<file path="src/rtl/fetch_pc_pkg.sv">
// fetch_pc_pkg: shared width types (common) and fetch-stage types/constants (pipes)
package common;
    typedef logic [63:0] u64;
    typedef logic [31:0] u32;
endpackage

package pipes;
    import common::*;
    typedef enum logic [1:0] {FETCH, DROP, HOLD} fetch_state_t;
    typedef struct packed {
        logic valid;
        u64   pc;
        u32   instr;
        logic misalign;
    } fetch_data_t;
    localparam u64 PC_RESET  = 64'h0000_0000_8000_0000;
    localparam u32 NOP_INSTR = 32'h0000_0013;
endpackage

</file>
<file path="src/rtl/fetch_pc_skid.sv">
// fetch_skid: one-entry skid buffer holding a fetched {pc, instr} while decode stalls
module fetch_skid
    import pipes::*;
(
    input  logic        clk,
    input  logic        reset,
    input  logic        load,
    input  logic        drain,
    input  logic        flush,
    input  fetch_data_t in_d,
    output fetch_data_t out_q
);
    fetch_data_t data_d, data_q;

    always_comb begin
        data_d       = data_q;
        data_d.valid = data_q.valid & ~drain;
        data_d       = load ? in_d : data_d;
        data_d       = flush ? '0 : data_d;
    end

    always_ff @(posedge clk) data_q <= reset ? '0 : data_d;

    assign out_q = data_q;
endmodule

</file>
<file path="src/rtl/fetch_pc.sv">
// fetch_pc: fetch-stage PC sequencer with skid-buffered fetch/decode slot; FETCH_MISALIGN_CHECK_EN enables misaligned-fetch markers
module fetch_pc
    import common::*;
    import pipes::*;
#(
    parameter u64 RESET_PC = PC_RESET
) (
    input  logic clk,
    input  logic reset,
    input  logic redirect_valid,
    input  u64   redirect_pc,
    input  logic stall,
    output logic ireq_valid,
    output u64   ireq_addr,
    input  logic iresp_data_ok,
    input  u32   iresp_data,
    output logic fd_valid,
    output u64   fd_pc,
    output u32   fd_instr,
    output logic fd_misalign
);
    fetch_state_t state_d, state_q;
    u64           pc_d, pc_q, pend_d, pend_q, tgt;
    fetch_data_t  fd_d, fd_q, fetched, skid_q;
    logic         mis, ok, free, skid_load, skid_drain, skid_flush;

`ifdef FETCH_MISALIGN_CHECK_EN
    assign mis = state_q == FETCH && pc_q[1:0] != 2'b00;
    assign tgt = redirect_pc;
`else
    assign mis = 1'b0;
    assign tgt = redirect_pc & ~u64'(3);
`endif

    always_ff @(posedge clk) begin
        if (reset) begin
            state_q <= FETCH;
            pc_q    <= RESET_PC;
            pend_q  <= '0;
            fd_q    <= '0;
        end else begin
            state_q <= state_d;
            pc_q    <= pc_d;
            pend_q  <= pend_d;
            fd_q    <= fd_d;
        end
    end

    always_comb begin
        ok         = iresp_data_ok | mis;
        free       = !fd_q.valid || !stall;
        fetched    = '{1'b1, pc_q, mis ? NOP_INSTR : iresp_data, mis};
        state_d    = state_q;
        pc_d       = pc_q;
        pend_d     = pend_q;
        fd_d       = fd_q;
        fd_d.valid = fd_q.valid && stall && !redirect_valid;
        skid_load  = 1'b0;
        skid_drain = 1'b0;
        skid_flush = 1'b0;
        case (state_q)
            FETCH: begin
                if (redirect_valid) begin
                    pc_d    = ok ? tgt : pc_q;
                    pend_d  = ok ? pend_q : tgt;
                    state_d = ok ? FETCH : DROP;
                end else if (ok) begin
                    pc_d      = pc_q + 64'd4;
                    fd_d      = free ? fetched : fd_d;
                    skid_load = !free;
                    state_d   = free ? FETCH : HOLD;
                end
            end
            DROP: begin
                pend_d  = redirect_valid ? tgt : pend_q;
                pc_d    = ok ? (redirect_valid ? tgt : pend_q) : pc_q;
                state_d = ok ? FETCH : DROP;
            end
            HOLD: begin
                if (redirect_valid) begin
                    skid_flush = 1'b1;
                    pc_d       = tgt;
                    state_d    = FETCH;
                end else if (!stall) begin
                    fd_d       = skid_q;
                    skid_drain = 1'b1;
                    state_d    = FETCH;
                end
            end
            default: state_d = FETCH;
        endcase
    end

    always_comb begin
        ireq_valid  = state_q != HOLD && !mis;
        ireq_addr   = pc_q;
        fd_valid    = fd_q.valid;
        fd_pc       = fd_q.pc;
        fd_instr    = fd_q.instr;
        fd_misalign = fd_q.misalign;
    end

    fetch_skid u_skid (
        .clk   (clk),
        .reset (reset),
        .load  (skid_load),
        .drain (skid_drain),
        .flush (skid_flush),
        .in_d  (fetched),
        .out_q (skid_q)
    );
endmodule

</file>
<file path="config.mk">
export PLATFORM = sky130hd
export DESIGN_NAME = fetch_pc
export DESIGN_NICKNAME = d
export VERILOG_FILES = /design/src/rtl/fetch_pc_pkg.sv /design/src/rtl/fetch_pc_skid.sv /design/src/rtl/fetch_pc.sv
export SDC_FILE = /design/constraint.sdc
export NUM_CORES = 1
export LEC_CHECK = 0
export CORE_ASPECT_RATIO = 0.5
export CORE_MARGIN = 2
export CORE_UTILIZATION = 35
export CTS_CLUSTER_SIZE = 14
export DETAILED_ROUTE_END_ITERATION = 10
export HOLD_SLACK_MARGIN = 0.1
export PLACE_DENSITY = 0.64
export SLEW_MARGIN = 20
export SYNTH_ARGS = -nofsm -noshare
export SYNTH_HDL_FRONTEND = slang
export SYNTH_SLANG_ARGS = --single-unit
</file>
<file path="constraint.sdc">
create_clock -name clk -period 2.9 [get_ports clk]
set_input_delay 0.29 -clock clk [delete_from_list [all_inputs] [get_ports clk]]
set_output_delay 0.29 -clock clk [all_outputs]
set_load 0.005 [all_outputs]
</file>
==> metrics.txt, run 1 <==
Max clock buf depth=3; Req. time, crit path=about 3.3 ns; starting density of the core=between 30 and 40%; # H-tree levels=2; Worst IR Drop VDD=approximately 0.00034 V; Setup crit end kind=register; DIE HEIGHT=approximately 150 µm; final WL=a little under 60000 µm; RR Endpoint=ireq_addr[62]; R2R Setup Slk=~0.24 ns; CTS sink cnt=roughly 320; worst-path maximum fanout=12; syn avg cell area=a little under 8 µm²; CTS buffer count=35; Post-synth EDFFs=0; Primary FF master, synth=dfxtp_1; min-delay src=iresp_data[22]; I/O pins=roughly 260; DPL Wire Length=~41000 µm; clk_skew=0.0205 ns; Total Neg Setup Slack=0 ns; Tot GR Track Use=roughly 25%; max-slew violation count=0; status=finished clean; Synth Warn #=0; Setup Viol. Count Final=0; WL/cell=roughly 21 µm; area delta synth->final=30.4%; Post-synth ARST share=0%; MaxCap Viol Count=0; pin count of the biggest net entering global routing=97; CTS tree=done; PwrDens=553 nW/µm²; headroom to the max-slew limit=47.7%; TritonRoute pass-1 iters=6; FMAX=approximately 380 MHz; Iter 0 DRT Violations=between 1500 and 2000; post-cts resize count=0; share of cells above drive strength 1=9.89%; Synth cell types=81; routability cong.=roughly 0.92; Hold Crit Depth=3; Residual DRC=0; Worst EP arrival=about 3.1 ns; routed vias/inst=5.67; port bufs=260; die width=304 µm; worst-path cell chain=inv_1 > ha_1 > o21ba_2 > or4_1 > buf_4 > or4_1 > a311oi_1; kind of critical path=reg -> reg; Core ar.=43900 µm²; final hold viol count=0; Worst Tran Pin Value=0.784 ns; Post-Syn Area=~16000 µm²; Leak Pwr=roughly 7 nW; initial antenna violation count=1; FF-to-FF path depth=7; # rows=between 50 and 60; Seq cells post-synth=324; vias in the first global route=roughly 14000; Worst-path clk slew=0.06 ns; Crit path buffers/inverters=2; Net count, final=roughly 2400; WHS=0.337 ns; full die area=about 47000 µm²; Mapped Cells=approximately 2000; post-route antenna net violation count=0; unrepaired setup endpoints after global routing=false; post-synthesis sequential area ratio=between 40 and 50%; fin crit share=around nine tenths; Filler cells=around 4300; Worst path most repeated cell=or4_1; CP max stage delay=slightly above 0.6 ns; Worst Hold Path EP=u_skid.out_q[23]; Root Buffer Master=clkbuf_16; commonest non-fill, non-tap cells in the layout=nand2_1 (400), dfxtp_1 (324), clkdlybuf4s50_1 (258); Via Count=around 16000; first-pass GRT wire length=~90000 µm; Top delay family on crit path=simple AND/OR/NAND/NOR gates; commonest non-fill, non-tap cell in the layout=nand2_1; CP startpoint kind=register; reg-to-reg startpoint=state_q[1]; Period minus WS final=between 2 and 3 ns; syn nets=2134; worst hold path class=in -> reg; final global-route overflow total=0; slowest library cell on the worst path=or4_1; Clock Latency Late Sink=~0.54 ns
[worst register-to-register path, stage by stage, from the launching register on]
cell	delay [ns]
dfxtp_1	0.40
inv_1	0.11
ha_1	0.20
o21ba_2	0.22
or4_1	0.62
buf_4	0.28
or4_1	0.48
a311oi_1	0.26
[cells by family after synthesis]
kind of cell,count (synthesis),share of synthesized area [%]
and+or+nand+nor,754,21.5
xor gates and xnor gates,11,0.613
AOI/OAI and AO/OA,682,28.9
DFF,324,41.3
other,1,0.0239
muxes,13,0.852
adders and majority gates,5,0.398
buffers and inverters,238,6.42
[power by group]
group	switching, W	total, W	internal [W]
Sequential	0.000180	0.00485	0.00467
Clock	0.00192	0.00458	0.00266
Combinational	0.00106	0.00191	0.000853
Total	0.00316	0.0113	0.00818
[routing by layer]
metal	global-route usage, %	up-vias	part of all wire (%)
met5	0	-	0
met4	6.02	0	2.3
met3	5.57	80	9.0
met2	36.2	644	43
met1	35.9	7681	46
li1	-	7778	-
[registers in the layout, summed over array words and instances (netlist names)]
name and cells:
fd_instr 32, fd_pc 64, fd_valid 1, ireq_addr 64
pend_q 64, state_q 2, u_skid.out_q 97
[per-stage QoR]
stage	power, W	utilization (%)	worst slack [ns]	area [µm²]	instances
after floorplan	0.00580	-	0.475	15700	2028
after global placement	0.00681	44.0	0.200	19300	2794
after detailed placement	0.00682	44.0	0.154	19300	2794
after CTS	0.0114	46.7	0.282	20500	2854
after global routing	0.0118	46.7	0.122	20500	2855
final	0.0113	46.7	0.242	20500	2855
[worst max path at each step]
stage	from	endpoint	slack, ns	cells past startpoint
2_1_floorplan	state_q[1]	ireq_addr[36]	0.48	11
4_1_cts	ireq_addr[13]	ireq_addr[53]	0.28	7
3_5_place_dp	iresp_data_ok	ireq_addr[62]	0.15	6
3_3_place_gp	iresp_data_ok	ireq_addr[62]	0.20	6
5_1_grt	state_q[1]	ireq_addr[40]	0.12	10
6_report	state_q[1]	ireq_addr[62]	0.24	7
[cell type report]
cell class                      count  area [µm²]  share of cell area (%)
Multi-Input combinational cell   1466        8290                    40.4
Sequential cell                   324        6490                    31.6
Timing Repair Buffer              387        3730                    18.2
Clock buffer                       50        1030                    5.04
Tap cell                          588         736                    3.59
Clock inverter                      9         113                   0.549
Inverter                           30         113                   0.549
Antenna cell                        1        2.50                  0.0122
[synth_stat cells (all sizes together) (3+ instances only)]
cell type / count / area [µm²]
nand2: 401 / 1510
dfxtp: 324 / 6490
a21oi: 242 / 1210
nor2: 176 / 661
clkbuf: 149 / 571
a22oi: 114 / 856
a211oi: 105 / 788
buf: 57 / 304
a221oi: 47 / 412
o21ai: 45 / 225
nor3: 33 / 181
nand3: 32 / 173
inv: 28 / 105
a22o: 26 / 228
nand4: 26 / 220
nor4: 22 / 186
a31oi: 18 / 113
a221o: 14 / 140
or3: 12 / 76.3
mux2i: 10 / 100
o211ai: 10 / 75.1
or4: 10 / 76.3
o22ai: 8 / 50.1
o31ai: 8 / 60.1
and4: 7 / 62.6
nor2b: 7 / 43.8
and2: 6 / 37.5
nor3b: 6 / 45.0
o41ai: 6 / 52.6
xor2: 6 / 52.6
a21o: 5 / 38.8
ha: 5 / 62.6
or2: 5 / 31.3
xnor2: 5 / 43.8
a311oi: 4 / 35.0
a31o: 4 / 35.0
a41oi: 4 / 35.0
nand2b: 4 / 25.0
a211o: 3 / 26.3
mux2: 3 / 33.8
o21bai: 3 / 22.5
or4b: 3 / 30.0
[repair_timing]
item,CTS,global route
hold buffers,1,0
hold endpoints to repair,1,0
setup endpoints to repair,0,0
buffers inserted,0,0
(Power assumes the default switching activity.)
==> run 2: changes to the inputs <==
--- a/config.mk
+++ b/config.mk
@@ -10,8 +10,10 @@
 export CORE_UTILIZATION = 35
 export CTS_CLUSTER_SIZE = 14
 export DETAILED_ROUTE_END_ITERATION = 10
+export GPL_TIMING_DRIVEN = 0
 export HOLD_SLACK_MARGIN = 0.1
 export PLACE_DENSITY = 0.64
+export SKIP_LAST_GASP = 1
 export SLEW_MARGIN = 20
 export SYNTH_ARGS = -nofsm -noshare
 export SYNTH_HDL_FRONTEND = slang
==> run 2 against run 1 <==
Net effect: the flow now finishes with violations (setup timing); design area down 0.35%; worst hold slack got worse by 0.0084 ns; maximum frequency is 9.9% lower; clock power rose by 3%; die area is the same; flip-flop and latch count is the same; core utilization is 0.17 points lower; via count rose by 7.0%; largest cell class unchanged; largest power group unchanged.
==> metrics.txt, run 2 (same netlist as run 1, synthesis figures left out) <==
status=finished with violations; failing checks=setup timing; max-slew violation count=0 (unchanged); Non-Filler Instances=2932 (+2.7%); clock power share=40.8% (+0.4 points); headroom to the max-slew limit=33.5% (-14 points); clk_skew=0.0126 ns (-0.00793 ns); Worst Tran Pin Value=0.998 ns (+0.213 ns); WL/cell=23.8 µm (+14%); met1 Track Usage GR=40.2% (+4.3 points); CP max stage delay=0.48 ns (-0.14 ns); vias in the first global route=15897 (+10%); Post-CTS Hold Buffers=0 (-1); commonest non-fill, non-tap cell in the layout=nand2_1; I/O pins=264 (unchanged); commonest non-fill, non-tap cells in the layout=nand2_1 (401), dfxtp_1 (321), clkdlybuf4s50_1 (260); # rows=54 (unchanged); port bufs=260 (unchanged); initial antenna violation count=1 (unchanged); routability cong.=0.990 (+8.1%); # H-tree levels=2 (unchanged); diodes inserted=0 (-1); die width=304 µm (unchanged); Residual DRC=0 (unchanged); worst hold path class=in -> reg; met3 Use GR=7.15% (+1.6 points); Max clock buf depth=3 (unchanged); first-pass GRT wire length=103000 µm (+14%); Placed Cells incl. Taps=2877 (+3.0%); worst-path cell chain=inv_1 > ha_2 > o21ba_2 > or4_1 > buf_2 > buf_2 > a311oi_4 > o21ai_0 > a31o_2 > o21ai_0; met2 Track Usage GR=43.4% (+7.2 points); pin count of the biggest net entering global routing=15 (-85%); layer with the highest usage=met2; area delta synth->final=29.9%; kind of critical path=reg -> reg; MaxCap Viol Count=0 (unchanged); DIE HEIGHT=154 µm (unchanged); Worst-path clk slew=0.07 ns (about the same); final setup margin=-0.0511 ns (-0.293 ns); Worst EP arrival=3.42 ns (+0.32 ns); worst-path maximum fanout=10 (-2); final WL=69800 µm (+17%); combinational share of power=16.6% (-0.3 points); final global-route overflow total=0 (unchanged); WHS=0.328 ns (-0.00844 ns); Worst IR Drop VDD=0.000335 V (-1.1%); CP startpoint kind=register; Core ar.=43900 µm² (unchanged); part of the power in registers=42.6% (about the same); Root Buffer Master=clkbuf_16; unrepaired setup endpoints after global routing=true; Via Count=17314 (+7.0%); share of cells above drive strength 1=8.02% (-1.9 points); Leak Pwr=6.77 nW (-1.6%); CTS tree=done; Setup crit end kind=register; full die area=46700 µm² (unchanged); Tot GR Track Use=28.7% (+4.2 points); Psw=0.00337 W (+6.4%); TritonRoute pass-1 iters=6 (unchanged); fin crit share=102% (+10 points); Iter 0 DRT Violations=2423 (+23%); Filler cells=4401 (+2.6%); worst slack at placement=-0.918 ns (-1.07 ns); Period minus WS final=2.95 ns (+0.293 ns); DPL Wire Length=52200 µm (+27%); final hold viol count=0 (unchanged); Req. time, crit path=3.37 ns (+0.03 ns); starting density of the core=35.8% (unchanged); CTS buffer count=34 (-2.9%); Final Power=0.0116 W (+2.1%); CTS sink cnt=324 (unchanged); PwrDens=567 nW/µm² (+2.5%); post-route antenna net violation count=0 (unchanged); Net count, final=2424 (+3.1%); max FFs per register=97 (unchanged); routed vias/inst=5.91 (+4.2%); Net Sw Frac=29.1% (+1.2 points); FMAX=339 MHz (-9.9%); Total Neg Setup Slack=-0.0511 ns (-0.0511 ns); Clock Latency Late Sink=0.55 ns (about the same); Setup Viol. Count Final=1 (+1); Int Pwr=0.00822 W (+0.44%); slowest library cell on the worst path=a311oi_4
run 2: cell count changes in the layout (fill, tap and decap cells not counted), sizes merged:
cell	before	now
clkbuf	50	197
bufinv	2	3
dlymetal6s2s	0	1
buf	128	53
clkdlybuf4s50	258	260
clkinv	7	10
inv	29	28
diode	1	0
run 2: stage by stage:
stage          instance area, µm²  util, %
2_1_floorplan               15700        -
3_3_place_gp                19100     43.4
3_5_place_dp                19100     43.4
4_1_cts                     20400     46.4
5_1_grt                     20400     46.5
6_report                    20400     46.5
run 2: routing by layer:
metal  vias up  wire [µm]
li1       7939          -
met1      8229      29600
met2       993      30100
met3       153       8000
met4         0       2140
met5         -          0
run 2: timing repair:
item | CTS | global route
setup endpoints to repair | 190 | 242
buffers inserted | 0 | 0
pin swaps | 0 | 1
gates resized for setup | 46 | 32
hold endpoints to repair | 0 | 0
run 2: power by group through the flow:
| stage | Clock, W | Sequential (W) | Combinational (W) |
|---|---|---|---|
| 2_1_floorplan | 0 | 0.00493 | 0.000867 |
| 3_3_place_gp | 0 | 0.00501 | 0.00184 |
| 3_5_place_dp | 0 | 0.00502 | 0.00184 |
| 4_1_cts | 0.00475 | 0.00492 | 0.00186 |
| 5_1_grt | 0.00495 | 0.00495 | 0.00203 |
| 6_report | 0.00473 | 0.00494 | 0.00192 |
run 2: worst paths after layout:
check	startpoint	to	slack [ns]	depth (start not counted)
max	state_q[1]	ireq_addr[36]	-0.05	10
min	iresp_data[11]	u_skid.out_q[12]	0.33	3
max reg2reg	state_q[1]	ireq_addr[36]	-0.05	10
min reg2reg	pend_q[28]	pend_q[28]	0.45	2
run 2: area by class of cell:
class / count / area (µm²) / area share (%)
plain buffers: 201 / 927 / 4.54
clock buffers: 50 / 1030 / 5.05
clock inverters: 12 / 158 / 0.772
inverters: 30 / 118 / 0.576
multi-input cells: 1466 / 8360 / 40.9
flip-flops and latches: 324 / 6490 / 31.8
well taps: 588 / 736 / 3.60
repair buffers: 261 / 2610 / 12.8
run 2: worst max-delay path: cells and delay by family (launching register included):
family / cells / cell delay, ns
buffers and inverters: 3 / 0.54
AO/OA/AOI/OAI: 5 / 1.26
adder cells (fa/ha/maj): 1 / 0.27
flip-flops: 1 / 0.42
AND/OR/NAND/NOR: 1 / 0.39
